## config.mk

```make
export PLATFORM = sky130hd
export DESIGN_NAME = pipe_stage_reg
export DESIGN_NICKNAME = d
export VERILOG_FILES = /design/src/rtl/pipe_pkg.sv /design/src/rtl/pipe_stage_reg.sv
export SDC_FILE = /design/constraint.sdc
export NUM_CORES = 1
export LEC_CHECK = 0
export CAP_MARGIN = 40
export CORE_MARGIN = 10
export CORE_UTILIZATION = 50
export DETAILED_ROUTE_END_ITERATION = 6
export DONT_BUFFER_PORTS = 1
export PLACE_DENSITY_LB_ADDON = 0.1
export SYNTH_ARGS = -nofsm -noshare
export SYNTH_HDL_FRONTEND = slang
export SYNTH_SLANG_ARGS = --single-unit
export TNS_END_PERCENT = 100
```

## constraint.sdc

```tcl
create_clock -name clk -period 8.7 [get_ports clk]
set_input_delay 1.74 -clock clk [delete_from_list [all_inputs] [get_ports clk]]
set_output_delay 1.74 -clock clk [all_outputs]
set_load 0.005 [all_outputs]
```

## src/rtl/pipe_pkg.sv

```systemverilog
// Shared constants for the miniLA inter-stage pipeline registers.
// Stage payload widths, IF/ID field offsets and the canonical NOP encoding.
package pipe_pkg;

    localparam int unsigned IF_ID_W  = 96;
    localparam int unsigned ID_EX_W  = 176;
    localparam int unsigned EX_MEM_W = 104;
    localparam int unsigned MEM_WB_W = 72;

    // IF/ID payload layout: {pc, inst, pc4}
    localparam int unsigned PC_LSB   = 64;
    localparam int unsigned INST_LSB = 32;
    localparam int unsigned PC4_LSB  = 0;

    localparam logic [31:0] LA_NOP = 32'h0340_0000;

    // Skid-mode occupancy encoded as {main_v, skid_v}
    typedef enum logic [1:0] {
        StEmpty = 2'b00,
        StOne   = 2'b10,
        StTwo   = 2'b11
    } skid_state_e;

    function automatic logic [31:0] if_id_inst(input logic [IF_ID_W-1:0] payload);
        return payload[INST_LSB +: 32];
    endfunction

endpackage

```

## src/rtl/pipe_stage_reg.sv

```systemverilog
// Generic valid/ready pipeline register with flush and an optional skid entry.
// SKID=1 keeps in_ready registered so no combinational path runs out_ready -> in_ready.
module pipe_stage_reg
    import pipe_pkg::*;
#(
    parameter int unsigned DATA_W = IF_ID_W,
    parameter int unsigned SKID   = 1
) (
    input  logic              clk,
    input  logic              rst,
    input  logic              flush,
    input  logic              in_valid,
    output logic              in_ready,
    input  logic [DATA_W-1:0] in_data,
    output logic              out_valid,
    input  logic              out_ready,
    output logic [DATA_W-1:0] out_data,
    output logic [1:0]        occupancy
);

    logic              main_v_q, main_v_d;
    logic              skid_v_q, skid_v_d;
    logic [DATA_W-1:0] main_q, main_d;
    logic [DATA_W-1:0] skid_q, skid_d;
    logic              in_xfer, out_xfer;

    assign in_xfer  = in_valid & in_ready;
    assign out_xfer = main_v_q & out_ready;

    generate
        if (SKID != 0) begin : g_skid
            skid_state_e state;

            assign state    = skid_state_e'({main_v_q, skid_v_q});
            assign in_ready = ~skid_v_q;

            always_comb begin
                main_v_d = main_v_q;
                skid_v_d = skid_v_q;
                main_d   = main_q;
                skid_d   = skid_q;
                unique case (state)
                    StEmpty: begin
                        if (in_xfer) begin
                            main_d   = in_data;
                            main_v_d = 1'b1;
                        end
                    end
                    StOne: begin
                        if (in_xfer && out_xfer) begin
                            main_d = in_data;
                        end else if (in_xfer) begin
                            skid_d   = in_data;
                            skid_v_d = 1'b1;
                        end else if (out_xfer) begin
                            main_v_d = 1'b0;
                        end
                    end
                    StTwo: begin
                        if (out_xfer) begin
                            main_d   = skid_q;
                            skid_v_d = 1'b0;
                        end
                    end
                    default: begin
                        main_v_d = 1'b0;
                        skid_v_d = 1'b0;
                    end
                endcase
                // Flush drops held entries and any same-cycle input; data regs stay put.
                if (flush) begin
                    main_v_d = 1'b0;
                    skid_v_d = 1'b0;
                    main_d   = main_q;
                    skid_d   = skid_q;
                end
            end
        end else begin : g_noskid
            assign in_ready = out_ready | ~main_v_q;

            always_comb begin
                main_v_d = main_v_q;
                main_d   = main_q;
                skid_v_d = 1'b0;
                skid_d   = '0;
                if (flush) begin
                    main_v_d = 1'b0;
                end else if (in_xfer) begin
                    main_d   = in_data;
                    main_v_d = 1'b1;
                end else if (out_xfer) begin
                    main_v_d = 1'b0;
                end
            end
        end
    endgenerate

    always_ff @(posedge clk or posedge rst) begin
        if (rst) begin
            main_v_q <= 1'b0;
            skid_v_q <= 1'b0;
            main_q   <= '0;
            skid_q   <= '0;
        end else begin
            main_v_q <= main_v_d;
            skid_v_q <= skid_v_d;
            main_q   <= main_d;
            skid_q   <= skid_d;
        end
    end

    assign out_valid = main_v_q;
    assign out_data  = main_v_q ? main_q : '0;
    assign occupancy = {1'b0, main_v_q} + {1'b0, skid_v_q};

endmodule

```

After elaboration in Yosys (flattened, before gate mapping)
Index checks and enable logic that the tools add are counted. Widths: inputs -> output; s select.

Register bits after elaboration: 194. Bits of input ports: 101. Output and inout port bits: 100. Logic and storage cells: 44.

Add/subtract/negate cells: 1. Equality and inequality tests: 13. Muxes and demuxes: 14. Bitwise operators: 5. Reduce and logical (&&, ||, !) cells: 7.

Operators with widths (number): $mux 96 (4); $pmux 96 s3 (1); $ne 3x3->1 const B (6); $ne 2x2->1 const B (5); $reduce_and 5->1 (2); $reduce_and 4->1 (2); $mux 1 (7); $pmux 1 s3 (2); $eq 2x2->1 const B (2); $not 1->1 (3); $reduce_bool 3->1 (1); $add 1x1->2 (1); $and 1x1->1 (2); $logic_not 2->1 (1); $logic_and 1x1->1 (1).

Longest topological paths before layout
Gate-level depths: netlist of run 1.

Depth in word-level cells: 6. Gate-level depth with buffers: 9. Gate-level depth less buffers: 5.

Least setup slack after synthesis of run 1
Ideal clock, no wire load.

Kind: input-to-reg. Start: in in_valid. End: reg skid_q[63]. Setup time: 0.125 ns. Data arrival time: 2.823 ns. Required time: 8.575 ns. Slack: 5.752 ns. Stages: 5. Path buffers: 2. Cell sequence: nor2b_1 > nand4_1 > buf_2 > buf_2 > mux2_2.

Word-level cells in the longest chain between the ends: 4.

Ends and longest elaborated chain: from (decl) (RTL line pipe_stage_reg.sv:12) `input logic in_valid,`; $and 1x1->1 * (RTL line pipe_stage_reg.sv:27) `assign in_xfer = in_valid & in_ready;`; $logic_and 1x1->1 (RTL line pipe_stage_reg.sv:50) `if (in_xfer && out_xfer) begin`; $not 1->1 (no line); $reduce_and 4->1 (no line) *; to (signal assigned) (RTL line pipe_stage_reg.sv:108) `skid_q <= skid_d;`; to (decl) (RTL line pipe_stage_reg.sv:24) `logic [DATA_W-1:0] skid_q, skid_d;`.

Mark *: on every way between the ends. The rest lies on a longest branch, timed or not. A chain may end at the register's enable or synchronous reset.

Worst setup path in the final report of run 1
Start: reg main_v_q, in the netlist out_valid. End: out occupancy[1].

Word-level cells in the longest chain between the ends: 1.

Ends and longest elaborated chain: from (decl) (RTL line pipe_stage_reg.sv:21) `logic main_v_q, main_v_d;`; from (signal assigned) (RTL line pipe_stage_reg.sv:105) `main_v_q <= main_v_d;`; $add 1x1->2 (RTL line pipe_stage_reg.sv:114) `assign occupancy = {1'b0, main_v_q} + {1'b0, skid_v_q};`; to (decl) (RTL line pipe_stage_reg.sv:18) `output logic [1:0] occupancy`.

Every way passes these cells.

==> flow_results.xml, run 1 <==
<?xml version="1.0" encoding="UTF-8"?>
<metrics>
  <group name="synthesis">
    <metric name="arithmetic_cell_share_of_the_synthesized_area_counting_full_adders_half_adders_and_majority_gates" unit="">0.005413</metric>
    <metric name="synthSimpleGateAreaFrac" unit="">0.07254</metric>
    <metric name="syn-instance-count" unit="">644</metric>
    <metric name="synth.avg_cell_area" unit="µm²">14.36</metric>
    <metric name="ys_seq_elements" unit="">194</metric>
    <metric name="sequential_share_of_the_synthesized_area" unit="">0.5251</metric>
    <metric name="fraction_of_the_mapped_netlist_area_in_compound_gates" unit="">0.004195</metric>
    <metric name="ys.warnings.count" unit="">0</metric>
    <metric name="synth.area.mux_share" unit="">0.3670</metric>
    <metric name="synthesis.nets" unit="">749</metric>
    <metric name="netlist_area_before_placement" unit="mm²">0.009245</metric>
    <metric name="post_synth_xor_area_fraction" unit="">0</metric>
    <metric name="synth.lib_cells_used.distinct" unit="">23</metric>
    <metric name="synth_top_family_by_area" unit="">multiplexers</metric>
  </group>
  <group name="clocking">
    <metric name="hold_bufs_at_cts" unit="">0</metric>
    <metric name="tritoncts.num_buffers" unit="">17</metric>
    <metric name="clk_latency" unit="ns">0.42</metric>
    <metric name="clkSlewWorstSetupHoldPaths" unit="ns">0.07</metric>
    <metric name="postCtsSetupRepairBufs" unit="">0</metric>
    <metric name="ctsLongestPathBuffers" unit="">2</metric>
    <metric name="cts.root.buffer_cell" unit="">clkbuf_16</metric>
    <metric name="tritoncts" unit="">built</metric>
    <metric name="cts_repair_resize_count" unit="">0</metric>
    <metric name="htree_depth" unit="">4</metric>
    <metric name="cts.sinks" unit="">194</metric>
  </group>
  <group name="placement">
    <metric name="dp.final_hpwl" unit="mm">13.59</metric>
    <metric name="post_place_instance_area" unit="mm²">0.009498</metric>
    <metric name="port_buffers" unit="">0</metric>
    <metric name="gp_congestion" unit="">0.7514</metric>
  </group>
  <group name="critical_path">
    <metric name="timing.setup.critical_path_class" unit="">reg2out</metric>
    <metric name="regToRegSetupSlack" unit="ns">5.37</metric>
    <metric name="critical_path_peak_fanout" unit="">45</metric>
    <metric name="worstSetupStartpointType" unit="">flop</metric>
    <metric name="cp_data_arrival_time" unit="ns">1.67</metric>
    <metric name="endpoint_kind" unit="">primary output</metric>
    <metric name="cp_data_required_time" unit="ns">6.96</metric>
  </group>
  <group name="final_layout">
    <metric name="count_of_inserted_antenna_diode_cells" unit="">0</metric>
    <metric name="fill_cells" unit="">1430</metric>
    <metric name="most-common-layout-cells" unit="">mux2_2, dfrtp_1, and2_1, mux2_4, clkbuf_16</metric>
    <metric name="layout-area-overhead-vs-synth" unit="%">9.717</metric>
    <metric name="drive_gt1_frac" unit="">0.5202</metric>
    <metric name="seq_area" unit="mm²">0.004856</metric>
    <metric name="mostFrequentLayoutCell" unit="">mux2_2</metric>
    <metric name="post-route-cell-area" unit="mm²">0.01014</metric>
    <metric name="multi_input_area" unit="mm²">0.004165</metric>
    <metric name="finalNetCount" unit="">737</metric>
  </group>
  <group name="sta">
    <metric name="worst_slew_margin_rel" unit="">0.4677</metric>
    <metric name="holdWs" unit="ns">0.4993</metric>
    <metric name="tightestPinTransition" unit="ns">0.7984</metric>
    <metric name="drv_slew" unit="">0</metric>
    <metric name="maxClockFrequency" unit="MHz">293.0</metric>
    <metric name="finalClockSkew" unit="ns">0.009854</metric>
    <metric name="final.period_utilization" unit="">0.3923</metric>
    <metric name="finalHoldViolCount" unit="">0</metric>
    <metric name="finalSetupViolCount" unit="">0</metric>
    <metric name="finalCriticalPeriod" unit="ns">3.413</metric>
    <metric name="rsz0062_at_grt" unit="">false</metric>
    <metric name="setup_tns" unit="ns">0</metric>
  </group>
  <group name="status">
    <metric name="run_status" unit="">complete, no violations</metric>
  </group>
  <group name="global_routing">
    <metric name="grt_pass1_vias" unit="">5479</metric>
    <metric name="grt_overflow" unit="">0</metric>
    <metric name="grt_start_max_net_pins" unit="">117</metric>
    <metric name="wire_length_of_the_first_global_routing_pass" unit="mm">31.50</metric>
    <metric name="grt_overall_usage" unit="">0.1651</metric>
    <metric name="antenna_violations_before_repair" unit="">0</metric>
  </group>
  <group name="die">
    <metric name="fp-row-count" unit="">49</metric>
    <metric name="starting_density_of_the_core" unit="">0.5112</metric>
    <metric name="floorplan_die_height" unit="µm">156.0</metric>
    <metric name="floorplan.die_area" unit="mm²">0.02433</metric>
    <metric name="io_pins" unit="">201</metric>
    <metric name="floorplan.core_area" unit="mm²">0.01809</metric>
    <metric name="dieWidth" unit="µm">156.0</metric>
  </group>
  <group name="drt">
    <metric name="viasPerCell" unit="">5.646</metric>
    <metric name="antenna_left" unit="">0</metric>
    <metric name="drt_pre_antenna_iters" unit="">4</metric>
    <metric name="drt-wirelength-per-cell" unit="µm">22.88</metric>
    <metric name="detail_route.wirelength" unit="mm">19.97</metric>
    <metric name="detail_route.drc_violations" unit="">0</metric>
    <metric name="initialDrtViolationCount" unit="">226</metric>
    <metric name="dr_total_vias" unit="">4929</metric>
  </group>
  <group name="power">
    <metric name="peakVddDrop" unit="µV">127.0</metric>
    <metric name="power.static_leakage" unit="nW">4.421</metric>
    <metric name="powerDensity" unit="mW/mm²">277.6</metric>
  </group>
  <group name="min_path">
    <metric name="min-delay-path-class" unit="">reg2reg</metric>
  </group>
  <group name="flow_run">
    <metric name="max_cap_viol_count" unit="">0</metric>
  </group>
</metrics>
## worst max-delay path: stages, from the launching register on
cell and delay (ns):
dfrtp_2 0.34, buf_4 0.24, ha_4 0.65
## synth_stat cells, drive strengths merged
master | n | area share
mux2 | 288 | 0.37
and2 | 97 | 0.066
nand2b | 1 | 0.00068
nand2 | 2 | 0.0011
a211oi | 1 | 0.00081
inv | 4 | 0.0016
dfrtp | 194 | 0.53
o21ai | 2 | 0.0011
clkbuf | 19 | 0.0077
a21oi | 1 | 0.00054
o31ai | 1 | 0.00081
nor2 | 3 | 0.0012
buf | 23 | 0.016
o311ai | 1 | 0.00095
nor2b | 1 | 0.00068
nand4b | 1 | 0.0026
nand4 | 1 | 0.00068
ha | 4 | 0.0054
## routing by layer
metal,part of all wire,vias to the layer above,global-route usage,wire [µm]
met5,0,-,0,0
met4,0.011,0,0.04586,218
met3,0.090,17,0.07665,1806
met2,0.50,134,0.2698,9940
met1,0.40,2550,0.1913,8006
li1,-,2228,-,-
## where the power goes
part / switching [mW] / internal [mW] / leakage (nW)
clock: 0.346 / 0.503 / 0.311
combinational: 0.208 / 0.362 / 1.81
sequential: 0.157 / 1.24 / 2.30
total: 0.711 / 2.10 / 4.42
## sequential cells by signal, indices dropped and copies added (netlist names)
signal and count:
skid_q 96, main_q 96, out_valid 1, skid_v_q 1
## per-stage QoR
step	total power, mW	std cells	utilization	setup WS, ns
after floorplan	1.846	644	-	1.676
after global routing	2.978	873	0.5608	5.179
after global placement	1.928	837	0.5184	4.561
final	2.815	873	0.5608	5.287
after detailed placement	1.994	842	0.5251	4.875
after CTS	2.852	873	0.5608	5.229
## cell type report
class | instances | area share
Clock buffer | 19 | 0.04465
Clock inverter | 12 | 0.01900
Inverter | 4 | 0.002220
Multi-Input combinational cell | 404 | 0.4106
Sequential cell | 194 | 0.4787
Tap cell | 229 | 0.02825
Timing Repair Buffer | 11 | 0.01653
## logic make-up (layout without fill, tap and decap cells)
group	Yosys count	after routing
compound gates	6	6
fa+ha+maj	4	4
flops	194	194
mux	288	288
buf+inv	46	46
simple gates	106	106
## final timing paths
| path | startpoint | end | depth (start not counted) |
|---|---|---|---|
| setup / recovery | out_valid | occupancy[1] | 2 |
| hold / removal | main_q[37] | main_q[37] | 1 |
| max in group asynchronous | rst | main_q[10] | 3 |
| hold reg to reg | main_q[37] | main_q[37] | 1 |
| min in group asynchronous | rst | main_q[19] | 1 |
| setup reg to reg | out_valid | main_q[47] | 8 |
(Power assumes the default switching activity.)
==> run 2, diff against run 1 <==
==> constraint.sdc (replaced) <==
create_clock -name clk -period 3.55 [get_ports clk]
set_input_delay 0.71 -clock clk [delete_from_list [all_inputs] [get_ports clk]]
set_output_delay 0.71 -clock clk [all_outputs]
set_load 0.005 [all_outputs]
==> run 2 against run 1 <==
- worst setup slack got worse by 4.4 ns
- sequential cell count did not move
- first-iteration DRC count fell by 19%
- sequential share of layout area rose by 0.24 points
- non-clock buffer count fell by 3
- combinational power rose by 140%
- count of clock-buffer cells in the layout rose by 1
- worst hold slack got worse by 0.19 ns
- largest cell class unchanged
- largest power group unchanged
- highest routed layer unchanged
==> flow_results.xml, run 2 (synthesis results as in run 1) <==
<?xml version="1.0" encoding="UTF-8"?>
<metrics>
  <group name="status">
    <metric name="run_status" unit="">complete, no violations</metric>
  </group>
  <group name="sta">
    <metric name="finalCriticalPeriod" unit="ns">2.703</metric>
    <metric name="rsz0062_at_grt" unit="">false</metric>
    <metric name="holdWs" unit="ns">0.3044</metric>
    <metric name="finalClockSkew" unit="ns">0.007272</metric>
    <metric name="finalSetupViolCount" unit="">0</metric>
    <metric name="worst_slew_margin_rel" unit="">0.5402</metric>
    <metric name="maxClockFrequency" unit="MHz">370.0</metric>
    <metric name="drv_slew" unit="">0</metric>
    <metric name="setup_tns" unit="ns">0</metric>
    <metric name="finalHoldViolCount" unit="">0</metric>
    <metric name="tightestPinTransition" unit="ns">0.6897</metric>
    <metric name="final.period_utilization" unit="">0.7614</metric>
  </group>
  <group name="global_routing">
    <metric name="grt_overall_usage" unit="">0.1641</metric>
    <metric name="antenna_violations_before_repair" unit="">0</metric>
    <metric name="grt_pass1_vias" unit="">5459</metric>
    <metric name="wire_length_of_the_first_global_routing_pass" unit="mm">31.53</metric>
    <metric name="grt_overflow" unit="">0</metric>
    <metric name="grt_start_max_net_pins" unit="">106</metric>
  </group>
  <group name="clocking">
    <metric name="cts.root.buffer_cell" unit="">clkbuf_16</metric>
    <metric name="hold_bufs_at_cts" unit="">0</metric>
    <metric name="postCtsSetupRepairBufs" unit="">0</metric>
    <metric name="cts.sinks" unit="">194</metric>
    <metric name="ctsLongestPathBuffers" unit="">2</metric>
    <metric name="clkSlewWorstSetupHoldPaths" unit="ns">0.07</metric>
    <metric name="tritoncts" unit="">built</metric>
    <metric name="tritoncts.num_buffers" unit="">17</metric>
    <metric name="htree_depth" unit="">4</metric>
    <metric name="clk_latency" unit="ns">0.43</metric>
    <metric name="cts_repair_resize_count" unit="">0</metric>
  </group>
  <group name="power">
    <metric name="power.static_leakage" unit="nW">4.389</metric>
    <metric name="final_total_power" unit="mW">6.844</metric>
    <metric name="powerDensity" unit="mW/mm²">678.1</metric>
    <metric name="peakVddDrop" unit="µV">318.6</metric>
  </group>
  <group name="final_layout">
    <metric name="fill_cells" unit="">1470</metric>
    <metric name="stdcell_count" unit="">870</metric>
    <metric name="top_registers" unit="">main_q (96), skid_q (96)</metric>
    <metric name="drive_gt1_frac" unit="">0.5164</metric>
    <metric name="finalNetCount" unit="">734</metric>
    <metric name="mostFrequentLayoutCell" unit="">mux2_2</metric>
    <metric name="post-route-cell-area" unit="mm²">0.01009</metric>
    <metric name="layout-area-overhead-vs-synth" unit="%">9.175</metric>
    <metric name="most-common-layout-cells" unit="">mux2_2, dfrtp_1, and2_1, mux2_4, clkbuf_16</metric>
    <metric name="count_of_inserted_antenna_diode_cells" unit="">0</metric>
  </group>
  <group name="placement">
    <metric name="gp_congestion" unit="">0.7332</metric>
    <metric name="numPlacedInstances" unit="">839</metric>
    <metric name="post_place_instance_area" unit="mm²">0.009462</metric>
    <metric name="dp.final_hpwl" unit="mm">13.16</metric>
    <metric name="port_buffers" unit="">0</metric>
  </group>
  <group name="drt">
    <metric name="antenna_left" unit="">0</metric>
    <metric name="drt_pre_antenna_iters" unit="">4</metric>
    <metric name="viasPerCell" unit="">5.632</metric>
    <metric name="detail_route.wirelength" unit="mm">19.67</metric>
    <metric name="detail_route.drc_violations" unit="">0</metric>
    <metric name="dr_total_vias" unit="">4900</metric>
    <metric name="initialDrtViolationCount" unit="">183</metric>
    <metric name="drt-wirelength-per-cell" unit="µm">22.61</metric>
  </group>
  <group name="critical_path">
    <metric name="worstSetupStartpointType" unit="">flop</metric>
    <metric name="cp_launch_point" unit="">out_valid</metric>
    <metric name="timing.setup.critical_path_class" unit="">reg2out</metric>
    <metric name="cp_data_required_time" unit="ns">2.84</metric>
    <metric name="cp_data_arrival_time" unit="ns">1.99</metric>
    <metric name="endpoint_kind" unit="">primary output</metric>
    <metric name="worstReg2RegEnd" unit="">main_q[6]</metric>
    <metric name="r2r_start" unit="">out_valid</metric>
    <metric name="critical_path_peak_fanout" unit="">78</metric>
    <metric name="worst_r2r_path_depth" unit="">6</metric>
    <metric name="regToRegSetupSlack" unit="ns">1.05</metric>
  </group>
  <group name="die">
    <metric name="starting_density_of_the_core" unit="">0.5112</metric>
    <metric name="floorplan_die_height" unit="µm">156.0</metric>
    <metric name="floorplan.die_area" unit="mm²">0.02433</metric>
    <metric name="fp-row-count" unit="">49</metric>
    <metric name="floorplan.core_area" unit="mm²">0.01809</metric>
    <metric name="dieWidth" unit="µm">156.0</metric>
    <metric name="io_pins" unit="">201</metric>
  </group>
  <group name="min_path">
    <metric name="min-delay-path-class" unit="">in2async</metric>
  </group>
  <group name="flow_run">
    <metric name="max_cap_viol_count" unit="">0</metric>
  </group>
</metrics>
==> run 2: cell count changes in the layout (fill, tap and decap cells not counted) <==
cell | before | now
buf_12 | 2 | 6
buf_16 | 3 | 0
buf_4 | 6 | 2
clkbuf_1 | 0 | 1
clkinv_2 | 0 | 1
clkinvlp_4 | 2 | 3
inv_8 | 3 | 0
==> run 2: power by group <==
| group | leakage, nW | total [mW] | switching [mW] | internal (mW) |
|---|---|---|---|---|
| sequential | 2.30 | 3.43 | 0.395 | 3.04 |
| clock | 0.304 | 2.05 | 0.829 | 1.22 |
| combinational | 1.78 | 1.36 | 0.484 | 0.877 |
==> run 2: critical path: stages, from the launching register on <==
cell and delay (ns):
dfrtp_2 0.62, buf_4 0.62, and2_1 0.29
==> run 2: worst max path at each step <==
stage	end	slack [ns]
after global placement	main_q[22]	1.09
after global routing	out_data[6]	0.68
after CTS	out_data[4]	0.79
after floorplan	main_q[0]	0.34
final	out_data[4]	0.85
after detailed placement	main_q[29]	1.02
==> run 2: metal layers <==
| layer | part of all wire | track usage | vias up |
|---|---|---|---|
| li1 | - | - | 2211 |
| met1 | 0.40 | 0.1907 | 2549 |
| met2 | 0.49 | 0.2680 | 122 |
| met3 | 0.091 | 0.07361 | 18 |
| met4 | 0.014 | 0.04901 | 0 |
| met5 | 0 | 0 | - |
==> run 2: area by class of cell <==
cell class / instances / area (µm²) / share of cell area
clock inverter: 11 / 175.2 / 0.01735
sequential: 194 / 4856 / 0.4811
inverter: 4 / 18.77 / 0.001859
clock buffer: 20 / 456.7 / 0.04525
timing repair buffer: 8 / 135.1 / 0.01339
tap: 229 / 286.5 / 0.02839
multi-input combinational: 404 / 4165 / 0.4127
==> run 2: metrics by stage <==
step	util	setup slack [ns]
finish	0.5581	0.8472
global route	0.5581	0.6768
CTS	0.5581	0.7880
detailed placement	0.5231	1.018
global placement	0.5231	1.087
floorplan	-	0.3356
==> run 3, diff against run 2 <==
==> constraint.sdc (replaced) <==
create_clock -name clk -period 2.6 [get_ports clk]
set_input_delay 0.52 -clock clk [delete_from_list [all_inputs] [get_ports clk]]
set_output_delay 0.52 -clock clk [all_outputs]
set_load 0.005 [all_outputs]
==> run 3 against run 2 <==
- cell area decreased by 0.16%
- count of clock-buffer cells in the layout is the same
- register-to-register slack got worse by 0.67 ns
- worst hold slack worse by 0.22 ns
- final cell count up 0.57%
- critical path depth unchanged
- clock skew rose by 0.0020 ns
- sequential power is 37% higher
- first-iteration DRC count is 9.8% higher
- via count rose by 1.8%
- total power grew 31%
==> flow_results.xml, run 3 (synthesis results as in run 1) <==
<?xml version="1.0" encoding="UTF-8"?>
<metrics>
  <group name="critical_path">
    <metric name="cp_data_required_time" unit="ns">2.08</metric>
    <metric name="endpoint_kind" unit="">primary output</metric>
    <metric name="cp_data_arrival_time" unit="ns">1.92</metric>
    <metric name="critical_path_peak_fanout" unit="">87</metric>
    <metric name="worst_r2r_path_depth" unit="">6</metric>
    <metric name="cp_top_family" unit="">buffers and inverters</metric>
    <metric name="slowest_stage_cell_cp" unit="">buf_4</metric>
    <metric name="path_depth" unit="">2</metric>
    <metric name="regToRegSetupSlack" unit="ns">0.38</metric>
    <metric name="timing.setup.critical_path_class" unit="">reg2out</metric>
    <metric name="critical_path.cell_chain" unit="">buf_4, and2_1</metric>
    <metric name="max_stage_delay" unit="ns">0.63</metric>
    <metric name="worstSetupStartpointType" unit="">flop</metric>
    <metric name="worstPathBufferInverterCount" unit="">1</metric>
  </group>
  <group name="clocking">
    <metric name="tritoncts.num_buffers" unit="">17</metric>
    <metric name="tritoncts" unit="">built</metric>
    <metric name="cts_repair_resize_count" unit="">0</metric>
    <metric name="cts.root.buffer_cell" unit="">clkbuf_16</metric>
    <metric name="cts.sinks" unit="">194</metric>
    <metric name="hold_bufs_at_cts" unit="">0</metric>
    <metric name="htree_depth" unit="">4</metric>
    <metric name="clkSlewWorstSetupHoldPaths" unit="ns">0.07</metric>
    <metric name="postCtsSetupRepairBufs" unit="">0</metric>
    <metric name="ctsLongestPathBuffers" unit="">2</metric>
    <metric name="clk_latency" unit="ns">0.42</metric>
  </group>
  <group name="drt">
    <metric name="detail_route.drc_violations" unit="">0</metric>
    <metric name="initialDrtViolationCount" unit="">201</metric>
    <metric name="antenna_left" unit="">0</metric>
    <metric name="drt-wirelength-per-cell" unit="µm">22.50</metric>
    <metric name="dr_total_vias" unit="">4990</metric>
    <metric name="drt_pre_antenna_iters" unit="">4</metric>
    <metric name="viasPerCell" unit="">5.703</metric>
    <metric name="detail_route.wirelength" unit="mm">19.69</metric>
  </group>
  <group name="global_routing">
    <metric name="grt_start_max_net_pins" unit="">100</metric>
    <metric name="wire_length_of_the_first_global_routing_pass" unit="mm">30.77</metric>
    <metric name="grt_overall_usage" unit="">0.1610</metric>
    <metric name="grt_pass1_vias" unit="">5435</metric>
    <metric name="grt_overflow" unit="">0</metric>
    <metric name="antenna_violations_before_repair" unit="">0</metric>
  </group>
  <group name="sta">
    <metric name="holdWs" unit="ns">0.08712</metric>
    <metric name="drv_slew" unit="">0</metric>
    <metric name="maxClockFrequency" unit="MHz">410.3</metric>
    <metric name="final.period_utilization" unit="">0.9374</metric>
    <metric name="finalSetupViolCount" unit="">0</metric>
    <metric name="tightestPinTransition" unit="ns">0.7276</metric>
    <metric name="worst_slew_margin_rel" unit="">0.5139</metric>
    <metric name="finalCriticalPeriod" unit="ns">2.437</metric>
    <metric name="finalHoldViolCount" unit="">0</metric>
    <metric name="finalClockSkew" unit="ns">0.009265</metric>
    <metric name="setup_tns" unit="ns">0</metric>
    <metric name="rsz0062_at_grt" unit="">false</metric>
  </group>
  <group name="placement">
    <metric name="dp.final_hpwl" unit="mm">13.29</metric>
    <metric name="gp_congestion" unit="">0.7142</metric>
    <metric name="port_buffers" unit="">0</metric>
  </group>
  <group name="die">
    <metric name="io_pins" unit="">201</metric>
    <metric name="fp-row-count" unit="">49</metric>
    <metric name="floorplan.die_area" unit="mm²">0.02433</metric>
    <metric name="floorplan.core_area" unit="mm²">0.01809</metric>
    <metric name="dieWidth" unit="µm">156.0</metric>
    <metric name="starting_density_of_the_core" unit="">0.5112</metric>
    <metric name="floorplan_die_height" unit="µm">156.0</metric>
  </group>
  <group name="power">
    <metric name="power.static_leakage" unit="nW">4.384</metric>
    <metric name="powerDensity" unit="mW/mm²">889.8</metric>
    <metric name="peakVddDrop" unit="µV">426.3</metric>
  </group>
  <group name="final_layout">
    <metric name="fill_cells" unit="">1509</metric>
    <metric name="count_of_inserted_antenna_diode_cells" unit="">0</metric>
    <metric name="finalNetCount" unit="">740</metric>
    <metric name="drive_gt1_frac" unit="">0.5201</metric>
    <metric name="mostFrequentLayoutCell" unit="">mux2_2</metric>
    <metric name="multi_input_area" unit="mm²">0.004165</metric>
    <metric name="most-common-layout-cells" unit="">mux2_2, dfrtp_1, and2_1, mux2_4, clkbuf_16</metric>
    <metric name="layout-area-overhead-vs-synth" unit="%">9.000</metric>
    <metric name="top_registers" unit="">main_q (96), skid_q (96)</metric>
    <metric name="seq_area" unit="mm²">0.004856</metric>
  </group>
  <group name="status">
    <metric name="run_status" unit="">complete, no violations</metric>
  </group>
  <group name="flow_run">
    <metric name="max_cap_viol_count" unit="">0</metric>
  </group>
  <group name="min_path">
    <metric name="min-delay-path-class" unit="">in2async</metric>
  </group>
</metrics>
[run 3: worst paths after layout]
path,start,endpoint
max reg2reg,skid_v_q,main_q[35]
min in group clk,flush,out_valid
min,rst,main_q[29]
min reg2reg,main_q[37],main_q[37]
max in group asynchronous,rst,skid_q[1]
max,out_valid,out_data[30]
[run 3: area by class of cell]
class,instances,share of cell area
repair buffers,14,0.02160
inverters,4,0.001862
flip-flops and latches,194,0.4819
clock inverters,10,0.007574
multi-input cells,404,0.4133
well taps,229,0.02843
clock buffers,20,0.04532
[run 3: layer usage]
layer  track usage  share of wire
met5             0              0
met4       0.06655          0.024
met3       0.06975          0.089
met2        0.2600           0.49
met1        0.1839           0.40
[run 3: metrics by stage]
stage | instances | utilization | total power, mW | area [µm²] | worst slack [ns]
detailed placement | 845 | 0.5277 | 6.661 | 9544 | 0.3961
global placement | 845 | 0.5277 | 6.497 | 9544 | 0.5033
finish | 875 | 0.5572 | 8.967 | 10080 | 0.1628
CTS | 875 | 0.5572 | 9.099 | 10080 | 0.1307
global route | 875 | 0.5572 | 9.501 | 10080 | 0.005121
floorplan | 644 | - | 6.177 | 9249 | -0.4244
[run 3: worst reg2reg max path, cell delays in order, from the launching register on]
cell	delay, ns
dfrtp_1	0.46
inv_1	0.18
ha_1	0.25
o21ai_1	0.13
nand4b_4	0.14
buf_4	0.50
mux2_2	0.44
[run 3: where the power goes]
part / switching (mW) / internal (mW) / leakage (nW)
clock network: 1.13 / 1.28 / 0.256
registers: 0.548 / 4.15 / 2.30
logic: 0.660 / 1.21 / 1.82
total: 2.34 / 6.63 / 4.38
